### config.mk
export PLATFORM = sky130hd
export DESIGN_NAME = dp_memory
export DESIGN_NICKNAME = d
export VERILOG_FILES = /design/src/rtl/dp_memory_pkg.sv /design/src/rtl/dp_memory_clr_seq.sv /design/src/rtl/dp_memory.sv
export SDC_FILE = /design/constraint.sdc
export NUM_CORES = 1
export LEC_CHECK = 0
export CAP_MARGIN = 15
export CORE_MARGIN = 2
export CORE_UTILIZATION = 40
export DETAILED_ROUTE_END_ITERATION = 8
export PLACE_DENSITY = 0.59
export SLEW_MARGIN = 5
export SYNTH_ARGS = -nofsm -noshare
export SYNTH_HDL_FRONTEND = slang
export SYNTH_SLANG_ARGS = --single-unit
export TNS_END_PERCENT = 30
### constraint.sdc
create_clock -name clk -period 2.9 [get_ports clk]
set_input_delay 0.435 -clock clk [delete_from_list [all_inputs] [get_ports clk]]
set_output_delay 0.435 -clock clk [all_outputs]
set_load 0.05 [all_outputs]
### src/rtl/dp_memory_pkg.sv
// Shared types and default parameter values for the dp_memory RAM and its
// clear sequencer.
package dp_memory_pkg;

    typedef enum logic {
        IDLE  = 1'b0,
        CLEAR = 1'b1
    } clr_state_t;

    localparam int DEF_DATA_W   = 8;
    localparam int DEF_ADDR_W   = 6;
    localparam int DEF_INIT_VAL = 0;

endpackage

### src/rtl/dp_memory_clr_seq.sv
// Clear sequencer for dp_memory: owns the array after reset or a clr request
// and sweeps every address once, lowest first.
//
//   state | meaning
//   ------+--------------------------------------------------------------
//   CLEAR | sweep in progress, writes INIT_VAL to clr_addr every cycle
//   IDLE  | array released to the read and write ports
module dp_memory_clr_seq
    import dp_memory_pkg::*;
#(
    parameter int ADDR_W = DEF_ADDR_W
) (
    input  logic              clk,
    input  logic              rst_n,
    input  logic              clr,
    output logic              busy,
    output logic              seq_we,
    output logic [ADDR_W-1:0] seq_addr
);

    clr_state_t        state;
    clr_state_t        state_nxt;
    logic [ADDR_W-1:0] clr_addr;
    logic [ADDR_W-1:0] clr_addr_nxt;

    always_ff @(posedge clk) begin
        if (!rst_n) begin
            state    <= CLEAR;
            clr_addr <= '0;
        end else begin
            state    <= state_nxt;
            clr_addr <= clr_addr_nxt;
        end
    end

    // clr during a sweep is deliberately ignored; the sweep never restarts.
    always_comb begin
        state_nxt    = state;
        clr_addr_nxt = clr_addr;
        case (state)
            CLEAR: begin
                clr_addr_nxt = clr_addr + ADDR_W'(1);
                if (&clr_addr) begin
                    state_nxt = IDLE;
                end
            end
            IDLE: begin
                if (clr) begin
                    state_nxt    = CLEAR;
                    clr_addr_nxt = '0;
                end
            end
            default: begin
                state_nxt    = CLEAR;
                clr_addr_nxt = '0;
            end
        endcase
    end

    always_comb begin
        busy     = (state == CLEAR);
        seq_we   = (state == CLEAR);
        seq_addr = clr_addr;
    end

endmodule

### src/rtl/dp_memory.sv
// Simple-dual-port synchronous RAM with registered read and a clear sweep.
// Define DP_MEMORY_BYPASS_EN for write-first same-address reads; default is read-first.
module dp_memory
    import dp_memory_pkg::*;
#(
    parameter int                DATA_W   = DEF_DATA_W,
    parameter int                ADDR_W   = DEF_ADDR_W,
    parameter logic [DATA_W-1:0] INIT_VAL = DATA_W'(DEF_INIT_VAL)
) (
    input  logic              clk,
    input  logic              rst_n,
    input  logic              clr,
    output logic              busy,
    input  logic              wr_en,
    input  logic [ADDR_W-1:0] wr_addr,
    input  logic [DATA_W-1:0] wr_data,
    input  logic              rd_en,
    input  logic [ADDR_W-1:0] rd_addr,
    output logic [DATA_W-1:0] rd_data,
    output logic              rd_valid
);

    localparam int DEPTH = 2 ** ADDR_W;

    logic [DATA_W-1:0] mem [DEPTH];
    logic              seq_we;
    logic [ADDR_W-1:0] seq_addr;
    logic              wr_fire;
    logic              rd_fire;
    logic [DATA_W-1:0] rd_word;

    dp_memory_clr_seq #(
        .ADDR_W (ADDR_W)
    ) u_clr_seq (
        .clk      (clk),
        .rst_n    (rst_n),
        .clr      (clr),
        .busy     (busy),
        .seq_we   (seq_we),
        .seq_addr (seq_addr)
    );

    assign wr_fire = wr_en & ~busy;
    assign rd_fire = rd_en & ~busy;

    // The array itself has no reset; the sweep defines its contents.
    always_ff @(posedge clk) begin
        if (seq_we) begin
            mem[seq_addr] <= INIT_VAL;
        end else if (wr_fire) begin
            mem[wr_addr] <= wr_data;
        end
    end

    always_comb begin
        rd_word = mem[rd_addr];
`ifdef DP_MEMORY_BYPASS_EN
        if (wr_fire && (wr_addr == rd_addr)) begin
            rd_word = wr_data;
        end
`endif
    end

    always_ff @(posedge clk) begin
        if (!rst_n) begin
            rd_data  <= '0;
            rd_valid <= 1'b0;
        end else begin
            rd_valid <= rd_fire;
            if (rd_fire) begin
                rd_data <= rd_word;
            end
        end
    end

endmodule

==> impl_metrics.ini, run 1 <==
[run_status]
status = complete, no violations

[min_path]
hold_depth = 3
hold_class = primary input to flop
worstHoldStart = rd_en

[routing]
dr.pass1.iters = 5
wire_per_inst_um = 24.3
drc = 0
ant_nets = 0
vias_per_cell = 5.44
vias = 10600
wl_mm = 47.2
drtIter0Drc = 1044

[cts]
clock-sinks = 528
root_buffer = clkbuf_16
cts_setup_buffers = 0
cts_resized = 0
clkLatencyLatePin_ns = 0.59
clk_pin_slew_ns = 0.06
hold_buffers = 0
cts_tree = built
h-tree-depth = 2
cts_made_buffers = 51
clock_path_buffers = 3

[floorplanning]
placement_rows = 83
core_mm2 = 0.0513
die-area_mm2 = 0.0537
ios = 35
die_h_um = 232
start_util = 0.404
die_x_um = 232

[setup_path]
crit_arrival_ns = 3.04
required_ns = 3.43
critPathBufInv = 1
critPathLaunch = rd_addr[1]
cp_slowest_cell = clkdlybuf4s50_1
startpoint_type = primary input
critical-path-top-delay-family = simple AND/OR/NAND/NOR gates
reg2reg_depth = 6
critPathCaptureType = flop
reg2reg_from = u_clr_seq.busy
critical_path_depth = 6
slowest_delay_ns = 0.90
cp_max_fo = 9
path_cells = clkdlybuf4s50_1 -> nor3b_1 -> a22o_1 -> a221oi_2 -> a31oi_1 -> or3_1
criticalPathCategory = primary input to flop

[synth]
synth-seq-cells = 528
synth_edf_count = 512
netlist_instances = 1070
synth.avg_cell_area_um2 = 19.4
ys_types = 48
ys.flop_type = edfxtp_1
yosysWarningCount = 0
async_reset_ff_frac = 0
synth_seq_area_share = 0.757
synth.cell_area_mm2 = 0.0207
synth_nets = 1096

[global_route]
grt_max_degree = 65
antenna_found_initial = 1
first_global_vias = 10600
grtUsageTotal = 0.179
grt-ovfl-total = 0
grt_pass1_wl_mm = 69.7

[sta]
whs_ns = 0.523
max_slew_margin = 0.419
finClkSkew_ns = 0.0138
rsz0062_at_grt = no
hold_violations = 0
slew_violations = 0
finalSetupViolCount = 0
fin_crit_sh = 0.865
max_slew.worst_pin.slew_ns = 0.870
layout_min_cycle_time_ns = 2.51
fmax_mhz = 399

[final_layout]
area_delta_synth_final_pct = 17.0
antenna-diode-count = 0
fin_cells = 1944
finalInstanceArea_mm2 = 0.0242
final_cell_mix = edfxtp_1, buf_4, mux4_2, mux2i_1, nor2_1
drive_above_1_share = 0.243
layout_commonest_cell = edfxtp_1
final_util = 0.473
filler_cell_count = 4352
final_nets = 1250

[placed_design]
gp_congestion = 0.813
placed_cells = 1851
place_area_mm2 = 0.0227
io_buffers = 34
place_hpwl_mm = 29.9

[run]
maxCapViolations = 0

[pwr]
ir_drop_v = 0.000454
leakage_nw = 8.16
power_density_mw_per_mm2 = 625
==> cells by family after synthesis <==
kind of cell,after synthesis,synth area share
muxes,174,0.141
and+or+nand+nor,186,0.0420
adders and majority gates,1,0.000604
buffers and inverters,60,0.0150
DFF,528,0.757
AOI/OAI and AO/OA,121,0.0443
==> worst paths after layout <==
path / endpoint / slack [ns]
setup reg to reg: mem[25][6] / 0.49
hold / removal: rd_valid / 0.52
hold reg to reg: u_clr_seq.busy / 0.61
setup / recovery: rd_data[2] / 0.39
==> tightest hold or removal path, stage by stage <==
cell and delay (ns):
clkdlybuf4s50_1 0.46, nand3b_1 0.12, inv_1 0.04
==> registers in the layout, summed over array words and instances (netlist names) <==
register            flops
mem                   512
rd_data                 8
rd_valid                1
u_clr_seq.busy          1
u_clr_seq.seq_addr      6
==> power by group <==
part | internal (W) | switching [W] | total (W)
clock | 0.00349 | 0.00273 | 0.00622
combinational | 0.000284 | 0.000347 | 0.000631
sequential | 0.00828 | 0.0000147 | 0.00830
total | 0.0121 | 0.00309 | 0.0152
==> final cells by class <==
class,count,area (um2),share of cell area
Clock inverter,30,219,0.00903
Multi-Input combinational cell,482,4730,0.195
Sequential cell,528,15700,0.647
Inverter,5,18.8,0.000774
Clock buffer,63,1320,0.0545
Tap cell,680,851,0.0351
Timing Repair Buffer,156,1410,0.0582
==> metal layers <==
metal,up-vias,track usage,wire length [um]
met2,333,0.272,21800
met5,-,0,0
met4,0,0.0545,1290
met3,86,0.0315,2790
met1,5488,0.264,21300
li1,4675,-,-
==> through the flow <==
| stage | power, W | TNS, ns | setup slack (ns) |
|---|---|---|---|
| after floorplan | 0.00885 | 0 | 0.345 |
| after global placement | 0.00909 | -1.21 | -0.201 |
| after detailed placement | 0.00910 | -1.01 | -0.172 |
| after CTS | 0.0153 | 0 | 0.386 |
| after global routing | 0.0156 | 0 | 0.319 |
| final | 0.0152 | 0 | 0.391 |
==> synth_stat cells, drive strengths merged (12+ instances only) <==
| cell | number | share of area |
|---|---|---|
| mux4 | 94 | 0.10 |
| nor2 | 75 | 0.014 |
| and2 | 15 | 0.0045 |
| nand2 | 40 | 0.0072 |
| clkbuf | 21 | 0.0039 |
| o21ai | 12 | 0.0029 |
| edfxtp | 512 | 0.74 |
| a22oi | 54 | 0.020 |
| nand3 | 20 | 0.0048 |
| buf | 34 | 0.010 |
| mux2i | 78 | 0.038 |
| dfxtp | 16 | 0.015 |
Power figures use the tool's default switching activity.
==> inputs of run 2 (changes only) <==
--- a/config.mk
+++ b/config.mk
@@ -5,6 +5,7 @@
 export SDC_FILE = /design/constraint.sdc
 export NUM_CORES = 1
 export LEC_CHECK = 0
+export ABC_AREA = 1
 export CAP_MARGIN = 15
 export CORE_MARGIN = 2
 export CORE_UTILIZATION = 40
==> impl_metrics.ini, run 2 <==
[synth]
synth_seq_area_share = 0.717
ys_types = 31
synth-seq-cells = 528
synth_most_common_cell = nand2_1
synthTopCellsByCount = nand2_1, edfxtp_1, nand3_1, nor2_1, buf_2
ys.flop_type = edfxtp_1
synth_nets = 1914
synth_edf_count = 512
synth.avg_cell_area_um2 = 11.6
netlist_instances = 1888
async_reset_ff_frac = 0
synth.top_cell.area_share = 0.703
synth_top_cell_by_area = edfxtp_1
synth_top_cells_by_area = edfxtp_1, nand3_1, nand2_1
yosysWarningCount = 0
synth.cell_area_mm2 = 0.0219

[final_layout]
final_util = 0.464
finalInstanceArea_mm2 = 0.0250
area_delta_synth_final_pct = 14.4
drive_above_1_share = 0.107
final_nets = 2001
final_cell_mix = nand2_1, edfxtp_1, nand3_1, buf_4, nor2_1
largest_reg_flops = 512
antenna-diode-count = 0
regMostFlops = mem
layout_commonest_cell = nand2_1

[cts]
clk_pin_slew_ns = 0.06
cts_tree = built
root_buffer = clkbuf_16
clock_path_buffers = 3
clock-sinks = 528
cts_made_buffers = 53
hold_buffers = 0
cts_resized = 0
h-tree-depth = 2
cts_setup_buffers = 0
clkLatencyLatePin_ns = 0.60

[setup_path]
cp_slowest_cell = nor4_1
critPathBufInv = 3
critPathLaunch = u_clr_seq.busy
required_ns = 3.20
slowest_delay_ns = 0.48
path_cells = inv_2 -> nand2_2 -> nand2_4 -> o21ai_4 -> inv_4 -> nor2_4 -> nand3_4 -> nor4_1 -> buf_4
reg2reg_slack_ns = 0.43
cp-endpoint = mem[48][4]
criticalPathCategory = flop to flop
reg2reg_depth = 9
cp_max_fo = 13
reg2reg_from = u_clr_seq.busy
critPathCaptureType = flop
critical_path_depth = 9
crit_arrival_ns = 2.76
startpoint_type = flop
critical-path-top-delay-family = simple AND/OR/NAND/NOR gates
r2r-end = mem[48][4]

[routing]
vias_per_cell = 5.32
ant_nets = 0
drc = 0
drtIter0Drc = 1436
dr.pass1.iters = 6
wl_mm = 55.8
vias = 14400
wire_per_inst_um = 20.6

[global_route]
first_global_vias = 14100
grt_max_degree = 129
grt_pass1_wl_mm = 84.3
grt-ovfl-total = 0
grtUsageTotal = 0.198
antenna_found_initial = 0

[placed_design]
gp_congestion = 0.838
place_hpwl_mm = 33.4
io_buffers = 34
place_ws_ns = 0.107
place_area_mm2 = 0.0235

[sta]
fmax_mhz = 406
fin_ws_ns = 0.434
finalSetupViolCount = 0
max_slew_margin = 0.461
max_slew.worst_pin.slew_ns = 0.809
layout_min_cycle_time_ns = 2.47
fin_crit_sh = 0.850
whs_ns = 0.411
rsz0062_at_grt = no
finClkSkew_ns = 0.0106
hold_violations = 0
final.setup.tns_ns = 0
slew_violations = 0

[pwr]
power_density_mw_per_mm2 = 612
leakage_nw = 9.50
ir_drop_v = 0.000428

[min_path]
hold_class = primary input to flop

[floorplanning]
core_mm2 = 0.0539
placement_rows = 85
die_h_um = 238
ios = 35
start_util = 0.406
die_x_um = 238
die-area_mm2 = 0.0566

[run]
maxCapViolations = 0

[run_status]
status = complete, no violations
-- run 2: cell types whose count changed after synthesis, moves of 10 or more --
cell | previous run | this run
nand2_1 | 40 | 601
nand3_1 | 20 | 476
mux4_2 | 94 | 0
mux2i_1 | 78 | 0
a22oi_1 | 54 | 0
buf_2 | 17 | 60
inv_1 | 5 | 32
and2_1 | 15 | 0
buf_6 | 3 | 17
nor2_1 | 74 | 88
o21ai_0 | 12 | 2
or3_1 | 10 | 0
-- run 2: how the worst min path moves through the flow --
stage | start | endpoint | slack (ns) | cells past startpoint
global route | rd_en | rd_valid | 0.42 | 3
CTS | rd_en | rd_valid | 0.37 | 3
detailed placement | u_clr_seq.seq_addr[5] | u_clr_seq.seq_addr[5] | 0.47 | 2
finish | rd_en | rd_valid | 0.41 | 3
global placement | u_clr_seq.seq_addr[5] | u_clr_seq.seq_addr[5] | 0.45 | 2
floorplan | u_clr_seq.seq_addr[5] | u_clr_seq.seq_addr[5] | 0.44 | 2
-- run 2: final cells by class --
type,count,area [um2]
inverters,39,156
well taps,696,871
flip-flops and latches,528,15700
multi-input cells,1207,5400
fillers,4774,28900
clock buffers,67,1380
clock inverters,28,170
repair buffers,146,1380
-- run 2: where the power goes --
part           internal, W  switching [W]  leakage (nW)
Combinational     0.000238       0.000556          2.94
Sequential         0.00828      0.0000124          5.81
Clock              0.00351        0.00274         0.754
-- run 2: routing by layer --
| metal | vias up | track usage | part of all wire |
|---|---|---|---|
| met3 | 126 | 0.0275 | 0.065 |
| met4 | 0 | 0.0732 | 0.032 |
| met2 | 498 | 0.321 | 0.47 |
| li1 | 6795 | - | - |
| met1 | 7016 | 0.274 | 0.43 |
| met5 | - | 0 | 0 |
-- run 2: cells by family (layout without fill, tap and decap cells) --
kind of cell	count (synthesis)	in the layout	synth area share
compound gates	15	15	0.00606
buf+inv	153	280	0.0389
flops	528	528	0.717
fa+ha+maj	1	1	0.000572
simple gates	1191	1191	0.237
-- run 2: worst reg2reg max path, stage by stage, from the launching register on --
cell and delay [ns]:
dfxtp_1 0.47, inv_2 0.09, nand2_2 0.34, nand2_4 0.08
o21ai_4 0.10, inv_4 0.07, nor2_4 0.12, nand3_4 0.12
nor4_1 0.48, buf_4 0.29
-- run 2: through the flow --
stage,instances,power (W)
finish,2711,0.0153
global route,2711,0.0158
CTS,2711,0.0154
detailed placement,2616,0.00924
global placement,2616,0.00923
floorplan,1888,0.00897
==> inputs of run 3 (changes only) <==
--- a/config.mk
+++ b/config.mk
@@ -10,7 +10,9 @@
 export CORE_MARGIN = 2
 export CORE_UTILIZATION = 40
 export DETAILED_ROUTE_END_ITERATION = 8
+export MAX_ROUTING_LAYER = met4
 export PLACE_DENSITY = 0.59
+export SETUP_SLACK_MARGIN = 0.15
 export SLEW_MARGIN = 5
 export SYNTH_ARGS = -nofsm -noshare
 export SYNTH_HDL_FRONTEND = slang
==> impl_metrics.ini, run 3 (synthesized netlist as in run 2, its figures left out) <==
[final_layout]
antenna-diode-count = 0
regMostFlops = mem
largest_reg_flops = 512
final_cell_mix = nand2_1, edfxtp_1, nand3_1, buf_4, nor2_1
drive_above_1_share = 0.107
area_delta_synth_final_pct = 14.4
final_nets = 2001
layout_commonest_cell = nand2_1

[global_route]
grt-ovfl-total = 0
antenna_found_initial = 0
first_global_vias = 14100
grtUsageTotal = 0.205
grt_pass1_wl_mm = 84.4
grt_max_degree = 129

[pwr]
p_switching_w = 0.00330
combPwrFrac = 0.052
fin_total_pwr_w = 0.0153
ir_drop_v = 0.000426
power_density_mw_per_mm2 = 612
leakage_nw = 9.50
p_int_w = 0.0120
clkPwrFrac = 0.407
seqPwrFrac = 0.541
switching_share = 0.215

[sta]
max_slew.worst_pin.slew_ns = 0.817
rsz0062_at_grt = no
fin_crit_sh = 0.848
max_slew_margin = 0.455
fmax_mhz = 407
finClkSkew_ns = 0.0109
layout_min_cycle_time_ns = 2.46
hold_violations = 0
final.setup.tns_ns = 0
slew_violations = 0
finalSetupViolCount = 0

[cts]
cts_tree = built
root_buffer = clkbuf_16
clock-sinks = 528
hold_buffers = 0
h-tree-depth = 2
cts_resized = 0
cts_setup_buffers = 0
clk_pin_slew_ns = 0.06
cts_made_buffers = 53
clock_path_buffers = 3
clkLatencyLatePin_ns = 0.60

[routing]
drc = 0
dr.pass1.iters = 6
ant_nets = 0
wire_per_inst_um = 20.5
wl_mm = 55.6
vias = 14400
drtIter0Drc = 1483
vias_per_cell = 5.33

[floorplanning]
die_x_um = 238
start_util = 0.406
placement_rows = 85
die_h_um = 238
core_mm2 = 0.0539
die-area_mm2 = 0.0566
ios = 35

[setup_path]
crit_arrival_ns = 2.76
critPathCaptureType = flop
required_ns = 3.20
criticalPathCategory = flop to flop
startpoint_type = flop
reg2reg_slack_ns = 0.44
cp_max_fo = 13

[placed_design]
io_buffers = 34
gp_congestion = 0.851
place_hpwl_mm = 33.4

[run]
maxCapViolations = 0

[min_path]
hold_class = primary input to flop

[run_status]
status = complete, no violations
## run 3: cell counts in the layout (fill, tap and decap cells not counted)
No cell type changed its count.
## run 3: worst paths after layout
check,from,endpoint,cells after the start
hold / removal,rd_en,rd_valid,3
setup / recovery,u_clr_seq.busy,mem[48][3],9
hold reg to reg,u_clr_seq.seq_addr[5],u_clr_seq.seq_addr[5],2
setup reg to reg,u_clr_seq.busy,mem[48][3],9
## run 3: routing by layer
layer  vias up  track usage  wire [um]
met4         0       0.0711       1710
met5         -            -          0
met3       124       0.0266       3480
met2       501        0.322      26200
met1      7015        0.275      24200
li1       6797            -          -
## run 3: final cells by class
| class | count | area [um2] |
|---|---|---|
| Fill cell | 4774 | 28900 |
| Clock inverter | 28 | 170 |
| Inverter | 39 | 156 |
| Clock buffer | 67 | 1380 |
| Multi-Input combinational cell | 1207 | 5400 |
| Timing Repair Buffer | 146 | 1380 |
| Tap cell | 696 | 871 |
| Sequential cell | 528 | 15700 |
## run 3: critical path, cell delays in order, from the launching register on
cell and delay, ns:
dfxtp_1 0.47, inv_2 0.09, nand2_2 0.34, nand2_4 0.08
o21ai_4 0.10, inv_4 0.07, nor2_4 0.12, nand3_4 0.12
nor4_1 0.48, buf_4 0.29
## run 3: power by group through the flow
stage,clock network [W],registers (W),logic (W)
after floorplan,0,0.00845,0.000519
after global routing,0.00663,0.00829,0.000864
after CTS,0.00635,0.00829,0.000788
final,0.00623,0.00829,0.000794
after detailed placement,0,0.00846,0.000787
after global placement,0,0.00845,0.000775
## run 3: stage by stage
stage               worst slack (ns)  hold slack (ns)  instances   util  area, um2
floorplan                    0.00305            0.441       1888      -      21900
global placement               0.136            0.451       2616  0.436      23500
detailed placement             0.107            0.467       2616  0.436      23500
global route                   0.350            0.415       2711  0.464      25000
finish                         0.441            0.402       2711  0.464      25000
CTS                            0.499            0.374       2711  0.464      25000
